**config.mk**
```make
export PLATFORM = sky130hd
export DESIGN_NAME = btn_conditioner
export DESIGN_NICKNAME = d
export VERILOG_FILES = /design/src/rtl/btn_conditioner.sv
export SDC_FILE = /design/constraint.sdc
export NUM_CORES = 1
export LEC_CHECK = 0
export BUFFER_PORTS_ARGS = -buffer_cell sky130_fd_sc_hd__buf_2
export CAP_MARGIN = 5
export CORE_UTILIZATION = 38
export DETAILED_ROUTE_END_ITERATION = 10
export GPL_TIMING_DRIVEN = 0
export PLACE_DENSITY = 0.64
export SYNTH_ARGS = -nofsm -noshare
export SYNTH_HDL_FRONTEND = slang
export SYNTH_SLANG_ARGS = --single-unit
```
**constraint.sdc**
```tcl
create_clock -name clk -period 3.9 [get_ports clk]
set_clock_uncertainty 0.1 [all_clocks]
set_input_delay 0.78 -clock clk [delete_from_list [all_inputs] [get_ports clk]]
set_output_delay 0.78 -clock clk [all_outputs]
set_load 0.005 [all_outputs]
```
**src/rtl/btn_conditioner.sv**
```systemverilog
// Push-button and slide-switch conditioner: 2-flop sync, counter debounce,
// press/release edge pulses and a per-button auto-repeat FSM.
//
// state     | meaning
// ----------+------------------------------------------------------------
// RPT_IDLE  | button not held (or not yet accepted); no repeat pending
// RPT_DELAY | button held; counting REPEAT_DELAY cycles to first repeat
// RPT_RATE  | button held; pulsing btn_repeat every REPEAT_RATE cycles
module btn_conditioner #(
    parameter int unsigned DEBOUNCE_CYCLES = 1000000,
    parameter int unsigned REPEAT_DELAY    = 50000000,
    parameter int unsigned REPEAT_RATE     = 20000000
) (
    input  logic       clk,
    input  logic       nrst,
    input  logic [3:0] btn_raw,
    input  logic       sw0_raw,
    output logic [3:0] btn_level,
    output logic [3:0] btn_press,
    output logic [3:0] btn_release,
    output logic [3:0] btn_repeat,
    output logic       sw0_level
);

    localparam int          NCH     = 5;
    localparam logic [31:0] DB_LAST = 32'(DEBOUNCE_CYCLES - 1);
    localparam logic [31:0] RD_LAST = 32'(REPEAT_DELAY - 1);
    localparam logic [31:0] RR_LAST = 32'(REPEAT_RATE - 1);

    typedef enum logic [1:0] {
        RPT_IDLE  = 2'd0,
        RPT_DELAY = 2'd1,
        RPT_RATE  = 2'd2
    } rpt_state_e;

    // Channel 4 is the slide switch; channels 3..0 are the buttons.
    logic [NCH-1:0]       raw;
    logic [NCH-1:0]       meta_q;
    logic [NCH-1:0]       sync_q;
    logic [NCH-1:0]       level_q;
    logic [NCH-1:0]       level_d;
    logic [NCH-1:0][31:0] db_cnt_q;
    logic [NCH-1:0][31:0] db_cnt_d;
    logic [3:0]           press_d;
    logic [3:0]           release_d;
    logic [3:0]           press_q;
    logic [3:0]           release_q;

    assign raw = {sw0_raw, btn_raw};

    always_comb begin
        level_d  = level_q;
        db_cnt_d = '0;
        for (int i = 0; i < NCH; i++) begin
            if (sync_q[i] != level_q[i]) begin
                if (db_cnt_q[i] == DB_LAST) begin
                    level_d[i] = ~level_q[i];
                end else begin
                    db_cnt_d[i] = db_cnt_q[i] + 32'd1;
                end
            end
        end
    end

    assign press_d   =  level_d[3:0] & ~level_q[3:0];
    assign release_d = ~level_d[3:0] &  level_q[3:0];

    always_ff @(posedge clk or negedge nrst) begin
        if (!nrst) begin
            meta_q    <= '0;
            sync_q    <= '0;
            level_q   <= '0;
            db_cnt_q  <= '0;
            press_q   <= '0;
            release_q <= '0;
        end else begin
            meta_q    <= raw;
            sync_q    <= meta_q;
            level_q   <= level_d;
            db_cnt_q  <= db_cnt_d;
            press_q   <= press_d;
            release_q <= release_d;
        end
    end

    // The FSM reacts to the same edge that registers the press/release pulse,
    // so the first repeat lands exactly REPEAT_DELAY cycles after the press.
    for (genvar g = 0; g < 4; g++) begin : g_rpt
        rpt_state_e  state_q;
        logic [31:0] cnt_q;
        logic        rep_q;

        always_ff @(posedge clk or negedge nrst) begin
            if (!nrst) begin
                state_q <= RPT_IDLE;
                cnt_q   <= '0;
                rep_q   <= 1'b0;
            end else begin
                rep_q <= 1'b0;
                if (release_d[g]) begin
                    state_q <= RPT_IDLE;
                    cnt_q   <= '0;
                end else begin
                    case (state_q)
                        RPT_IDLE: begin
                            if (press_d[g]) begin
                                state_q <= RPT_DELAY;
                                cnt_q   <= '0;
                            end
                        end
                        RPT_DELAY: begin
                            if (cnt_q == RD_LAST) begin
                                rep_q   <= 1'b1;
                                cnt_q   <= '0;
                                state_q <= RPT_RATE;
                            end else begin
                                cnt_q <= cnt_q + 32'd1;
                            end
                        end
                        RPT_RATE: begin
                            if (cnt_q == RR_LAST) begin
                                rep_q <= 1'b1;
                                cnt_q <= '0;
                            end else begin
                                cnt_q <= cnt_q + 32'd1;
                            end
                        end
                        default: begin
                            state_q <= RPT_IDLE;
                            cnt_q   <= '0;
                        end
                    endcase
                end
            end
        end

        assign btn_repeat[g] = rep_q;
    end

    assign btn_level   = level_q[3:0];
    assign sw0_level   = level_q[4];
    assign btn_press   = press_q;
    assign btn_release = release_q;

endmodule
```
== Yosys cells after proc, flatten, opt, wreduce, memory -nomap -nowiden ==
Index checks and enable logic that the tools add are counted.
Widths: inputs -> output; s select.

* Add/sub/neg operators: 9
* Multipliers: 0
* Div/mod/pow operators: 0
* Magnitude comparators: 0
* Equality and inequality tests: 38
* Shifts and indexed selects: 0
* Muxes and demuxes: 70
* Bitwise gates (word level): 9
* Reduce and logical (&&, ||, !) cells: 9

{| class="wikitable"
|+ Operators with widths
! operator !! count
|-
| $mux 32 || 26
|-
| $pmux 32 s3 || 4
|-
| $add 32x1->32 const B || 9
|-
| $eq 32x20->1 const B || 5
|-
| $eq 32x25->1 const B || 4
|-
| $eq 32x26->1 const B || 4
|-
| $mux 2 || 12
|-
| $ne 3x3->1 const B || 8
|-
| $pmux 2 s3 || 4
|-
| $mux 1 || 20
|-
| $reduce_and 3->1 || 4
|-
| $and 4x4->4 || 2
|-
| $eq 2x1->1 const B || 4
|-
| $eq 2x2->1 const B || 4
|-
| $logic_not 2->1 || 4
|-
| $ne 2x2->1 const B || 4
|-
| $not 4->4 || 2
|-
| $pmux 1 s2 || 4
|-
| $ne 1x1->1 || 5
|-
| $not 1->1 || 5
|-
| $reduce_and 2->1 || 1
|}

* Register bits: 323
* Latch bits: 0
* RAM bits: 0
* ROM bits: 0
* Bits of input ports: 7
* Logic and storage cells: 158
* Memories kept: 0

== Depth between registers and ports, before layout ==
Gate-level depths: netlist (run 1).

* Depth in word-level cells: 7
* Mapped depth: 16
* Gate-level depth less buffers: 13

== Worst setup path before layout (run 1) ==
No wires, ideal clock.

* Path type: register to register
* From: register db_cnt_q[64] (netlist bit)
* To: register g_rpt[2].cnt_q[11]
* Library setup time: 82 ps
* Arrival: 3286 ps
* Data required time: 3718 ps
* Slack: 432 ps
* Stages on the path, launching flop included: 15
* Path buffers: 2
* Cells stage by stage: dfrtp_1 ha_1 inv_1 or4b_1 nor3_1 mux2i_1 inv_1 ha_1 nand2_1 nand2b_1 a21oi_1 clkbuf_1 clkbuf_1 o21ai_0 a31oi_1

* Longest elaborated chain between the ends: 6

{| class="wikitable"
|+ RTL lines
! what !! line !! text
|-
| start, declared || 42 || <nowiki>logic [NCH-1:0][31:0] db_cnt_q;</nowiki>
|-
| start signal, assigned || 80 || <nowiki>db_cnt_q <= db_cnt_d;</nowiki>
|-
| $eq 32x20->1 (*) || 56 || <nowiki>if (db_cnt_q[i] == DB_LAST) begin</nowiki>
|-
| $mux 1 (*) || 56 ||
|-
| $mux 1 (*) || 55 || <nowiki>if (sync_q[i] != level_q[i]) begin</nowiki>
|-
| via level_d[2] || 41 || <nowiki>logic [NCH-1:0] level_d;</nowiki>
|-
| $not 4->4 || 66 || <nowiki>assign release_d = ~level_d[3:0] & level_q[3:0];</nowiki>
|-
| $and 4x4->4 || 66 ||
|-
| $ne 3x3->1 (no source line) / $mux 32 (equally long branches) || n/a ||
|-
| end signal, assigned || 117 || <nowiki>cnt_q <= cnt_q + 32'd1;</nowiki>
|-
| end signal, assigned || 125 || <nowiki>cnt_q <= cnt_q + 32'd1;</nowiki>
|-
| end, declared || 90 || <nowiki>logic [31:0] cnt_q;</nowiki>
|}

Mark *: on every way through the listed nets, which the timed path passes. The rest lies on a longest branch.
A chain may end at the register's enable or synchronous reset.

== Final worst setup path (run 1) ==
* From: register db_cnt_q[64] (netlist bit)
* To: register g_rpt[2].cnt_q[8]

The elaborated chain is that of the path after synthesis.

==> flow_summary.toml, run 1 <==
[placed_design]
place.gp.congestion = 0.8937
placement.io_buffers = 23
place_area_sq_um = 18010
dp_hpwl_microns = 26340
pre_cts_ws_ns = -0.5766

[floorplanning]
start_util_pct = 38.56
rows = 77
die_x_microns = 214.1
coreArea_sq_um = 44320
die_y_microns = 214.1
die-area_sq_um = 45830
io_pins = 24

[setup_path]
crit_family = "simple AND/OR/NAND/NOR gates"
worstPathBufferInverterCount = 4
reg2reg_from = "db_cnt_q[64]"
startpoint_type = "flop"
cpMaxStageDelayCell = "or4b_1"
cp.arrival_ns = 4.07
r2r_cells = 14
rr_endpoint = "g_rpt[2].cnt_q[8]"
worstPathCellList = "ha_1 > inv_1 > or4b_1 > nor3_4 > mux2i_2 > inv_1 > ha_1 > nand2_2 > nand2b_1 > a21oi_2 > clkbuf_8 > buf_2 > a21oi_1 > a31oi_1"
r2r_setup_slack_ns = 0.19
crit_path_max_fanout = 10
cpPeakStageDelay_ns = 0.58
critical_path_required_ns = 4.25
crit_type = "flop to flop"
cp_num_cells = 14
end_kind = "flop"

[timing]
tightest_slew_ns = 1.141
post-route-min-period_ns = 3.713
min_period_over_period_pct = 95.21
finalHoldViolations = 0
fin_ws_ns = 0.1868
hold_ws_ns = 0.1949
setup_viol = 0
grt_setup_unrepaired = "false"
maxSlewHeadroom_pct = 23.21
drv_slew = 0
max_freq_mhz = 269.3

[layout]
nNetsFinal = 1969
area_growth_pct = 13.24
antenna_cells = 0
drive_gt1_share_pct = 7.282
final_area_sq_um = 19350
finalCoreUtilization_pct = 43.67

[yosys]
syn_area_sq_um = 17090
synth_top_area_share_pct = 47.29
synthFlopType = "dfrtp_1"
ys_ff_latch = 323
synthDistinctLibCells = 64
synth_top_area_cell = "dfrtp_1"
synth-warning-count = 0
async_flop_share_pct = 100.0
synth-edff-count = 0
seq_area_frac_synth_pct = 47.29
synth_area_leaders = "dfrtp_1, nor2_1, xor2_1, nand3_1, nand2_1"
synth_area_per_cell_sq_um = 9.188
syn_inst = 1860
synth_most_common_cell = "dfrtp_1"
syn_nets = 1904
synth_commonest_cells = "dfrtp_1, nor2_1, nand2_1"

[route]
first_pass_iters = 5
vias = 14130
wl_microns = 39120
drt_iter0_markers = 915
vias_per_cell = 5.558
drc = 0
postRouteAntennaNets = 0
drt-wirelength-per-cell_microns = 15.39

[power]
ir_drop_mv = 0.2874
power.density_nw_per_um2 = 366.7
power_uw = 7096
total_leakage_power_uw = 0.007973

[cts]
cts_max_path_buffers = 3
cts_max_level = 2
tritoncts = "built"
ctsRootBufferMaster = "clkbuf_16"
path_clk_slew_ns = 0.06
clock_sinks = 323
numCtsBuffers = 38
cts_hold_buf = 0
clk_latency_ns = 0.55

[global_routing]
track_usage_pct = 17.09
grt_overflow_total = 0
grt_pass1_vias = 13750
antenna_found_initial = 0
grt_max_degree = 116
grt_pass1_wl_microns = 66790

[status]
status = "finished, final reports clean"

[flow_run]
drv_cap = 0

[min_path]
holdCritPathClass = "input port to async pin"
placed cells by master, fill, tap and decap left out, drive strengths merged, types with 4 or more instances in the layout:
cell,instances
a32o,6
inv,62
clkinv,8
a21o,12
or3,23
a41oi,21
nand2,164
nor2b,7
mux2i,8
and2,19
nor2,232
xnor2,60
or4,10
xor2,87
dfrtp,323
a31oi,94
nand3,132
nand4,72
nor4b,16
o21ai,53
buf,41
clkbuf,115
o22ai,5
a21oi,77
and3,45
and4,35
nand3b,6
a22o,12
mux2,4
nand2b,29
or2,6
nor4,48
o31ai,7
nor3,36
ha,37
nor3b,4
cells by family (layout without fill, tap and decap cells):
kind of cell | after synthesis | after routing | synth area share, %
multiplexers | 12 | 12 | 0.7321
XOR/XNOR | 147 | 147 | 7.533
flip-flops | 323 | 323 | 47.29
AND/OR/NAND/NOR | 899 | 899 | 27.23
adder cells (fa/ha/maj) | 37 | 37 | 2.709
buffers and inverters | 140 | 230 | 3.316
AO/OA/AOI/OAI | 302 | 302 | 11.18
per-stage QoR:
stage	std cells	TNS, ns
after global placement	2475	-1414.91
after detailed placement	2477	-14.48
after floorplan	1860	0
final	2542	0
after CTS	2542	0
after global routing	2542	0
layout make-up:
class	instances	area, sq um
Multi-Input combinational cell	1397	8502
Sequential cell	323	8083
Tap cell	592	740.7
Clock buffer	52	1095
Clock inverter	13	150.1
Fill cell	4292	24960
Buffer	78	366.6
Timing Repair Buffer	26	187.7
Inverter	61	229.0
worst reg2reg max path, delay by kind of cell, from the launching register on:
family          cells  cell delay [ns]
fa+ha+maj           2             0.55
flops               1             0.39
mux                 1             0.31
compound gates      3             0.50
buf+inv             4             0.63
simple gates        4             1.15
routing by layer:
metal	vias up	wire length, microns	track usage (%)
met1	6892	18570	23.44
met3	65	1790	3.092
met2	338	17920	27.49
met4	0	842	5.143
li1	6834	-	-
met5	-	0	0
where the power goes:
| part | total [uW] | internal (uW) | switching (uW) |
|---|---|---|---|
| registers | 3390 | 3370 | 16.2 |
| logic | 134 | 27.1 | 107 |
| clock network | 3580 | 2160 | 1420 |
| total | 7100 | 5550 | 1540 |
worst max path at each step:
stage / startpoint / to / slack, ns
after floorplan: db_cnt_q[64] / g_rpt[2].cnt_q[11] / 0.43
after global placement: nrst / g_rpt[3].cnt_q[22] / -4.39
after detailed placement: db_cnt_q[73] / g_rpt[2].cnt_q[11] / -0.58
after CTS: db_cnt_q[98] / g_rpt[3].cnt_q[30] / 0.007
after global routing: db_cnt_q[64] / g_rpt[2].cnt_q[8] / 0.003
final: db_cnt_q[64] / g_rpt[2].cnt_q[8] / 0.19
sequential cells by signal, indices dropped and copies added (netlist names):
register and count:
btn_press 4, g_rpt.rep_q 4, meta_q 5, g_rpt.cnt_q 128
g_rpt.state_q 8, sync_q 5, db_cnt_q 160, btn_release 4
level_q 5
timing repair:
item,4_1_cts,5_1_grt
endpoints found under the hold margin,0,0
setup endpoints to repair,31,108
pin swaps,0,1
gates cloned,0,0
resized for setup,12,25
setup buffers,0,1
(Power assumes the default switching activity.)
==> inputs of run 2 (changes only) <==
Settings changed: CTS_BUF_LIST set to sky130_fd_sc_hd__clkbuf_16.
Clock period 3.9 ns to 4.65 ns, I/O delays scaled along.
==> flow_summary.toml, run 2 (synthesis results as in run 1) <==
[global_routing]
track_usage_pct = 17.07
grt_pass1_vias = 13710
grt_pass1_wl_microns = 66740
grt_max_degree = 116
grt_overflow_total = 0
antenna_found_initial = 0

[cts]
numCtsBuffers = 38
cts_resized = 0
clk_latency_ns = 0.55
ctsRootBufferMaster = "clkbuf_16"
cts_setup_buffers = 0
tritoncts = "built"
cts_hold_buf = 0
clock_sinks = 323
cts_max_path_buffers = 3
cts_max_level = 2
path_clk_slew_ns = 0.06

[floorplanning]
io_pins = 24
start_util_pct = 38.56
rows = 77
coreArea_sq_um = 44320
die_x_microns = 214.1
die_y_microns = 214.1
die-area_sq_um = 45830

[power]
power.density_nw_per_um2 = 303.5
ir_drop_mv = 0.2409
total_leakage_power_uw = 0.007917
power_uw = 5823

[timing]
max_freq_mhz = 231.5
setup_viol = 0
tightest_slew_ns = 1.123
post-route-min-period_ns = 4.319
min_period_over_period_pct = 92.89
grt_setup_unrepaired = "false"
finalHoldViolations = 0
maxSlewHeadroom_pct = 24.45
drv_slew = 0

[placed_design]
dp_hpwl_microns = 26340
dp_cells = 2477
place.gp.congestion = 0.8937
placement.io_buffers = 23

[route]
first_pass_iters = 6
drt_iter0_markers = 850
postRouteAntennaNets = 0
wl_microns = 38970
drt-wirelength-per-cell_microns = 15.33
vias_per_cell = 5.545
vias = 14100
drc = 0

[setup_path]
cp.arrival_ns = 4.67
critical_path_required_ns = 5.00
end_kind = "flop"
crit_type = "flop to flop"
crit_path_max_fanout = 10
startpoint_type = "flop"

[layout]
nFillCells = 4313
regMostFlops = "db_cnt_q"
reg_top3 = "db_cnt_q x160, g_rpt.cnt_q x128, g_rpt.state_q x8"
final_common_cell = "dfrtp_1"
largest_reg_flops = 160
area_growth_pct = 12.28
ff_latch_area_sq_um = 8083
multi_input_area_sq_um = 8441
antenna_cells = 0
drive_gt1_share_pct = 5.846
nNetsFinal = 1969
final_cell_mix = "dfrtp_1, nor2_1, nand2_1"
final_cells = 2542

[min_path]
holdCritPathClass = "flop to flop"

[flow_run]
drv_cap = 0

[status]
status = "finished, final reports clean"
[run 2: per-stage QoR]
| step | instance area, sq um | setup slack (ns) | hold slack, ns | utilization, % | TNS (ns) |
|---|---|---|---|---|---|
| final | 19190 | 0.3308 | 0.2472 | 43.30 | 0 |
| after global routing | 19190 | 0.01967 | 0.2560 | 43.30 | 0 |
| after CTS | 19190 | 0.1308 | 0.2526 | 43.29 | 0 |
| after detailed placement | 18010 | 0.1734 | 0.2401 | 40.64 | 0 |
| after global placement | 17950 | -3.792 | 0.2359 | 40.49 | -1208.22 |
| after floorplan | 17090 | 1.182 | 0.2312 | - | 0 |
[run 2: routing by layer]
layer / GRT usage [%] / part of all wire (%) / vias up
li1: - / - / 6839
met1: 23.44 / 47 / 6878
met2: 27.39 / 46 / 322
met3: 3.135 / 4.7 / 56
met4: 5.143 / 2.0 / 0
met5: 0 / 0 / -
[run 2: cell type report]
class	count	area share [%]
multi-input cells	1397	43.99
repair buffers	25	0.9390
well taps	592	3.860
clock inverters	26	1.037
clock buffers	39	5.086
flip-flops and latches	323	42.12
plain buffers	79	1.774
inverters	61	1.193
[run 2: critical path: stages (launching register included)]
cell	delay (ns)
dfrtp_1	0.39
ha_1	0.23
inv_1	0.07
or4b_1	0.54
nor3_1	0.41
mux2i_1	0.36
inv_1	0.10
ha_1	0.31
nand2_1	0.24
nand2b_1	0.12
a21oi_1	0.27
clkbuf_2	0.33
clkbuf_1	0.42
nand2_1	0.10
a31oi_1	0.23
[run 2: power by group]
part / switching (uW) / internal, uW / total (uW)
Clock: 1190 / 1680 / 2870
Combinational: 89.8 / 22.7 / 112
Sequential: 13.4 / 2830 / 2840
Total: 1290 / 4530 / 5820
[run 2: worst paths after layout]
path	start	end	slack, ns	cells past startpoint
worst max-delay path	db_cnt_q[64]	g_rpt[2].cnt_q[8]	0.33	14
worst min-delay path	meta_q[0]	sync_q[0]	0.25	0
worst max register to register	db_cnt_q[64]	g_rpt[2].cnt_q[8]	0.33	14
worst min register to register	meta_q[0]	sync_q[0]	0.25	0
max in group asynchronous	nrst	g_rpt[3].cnt_q[12]	2.57	3
min in group asynchronous	nrst	g_rpt[1].cnt_q[30]	0.35	1
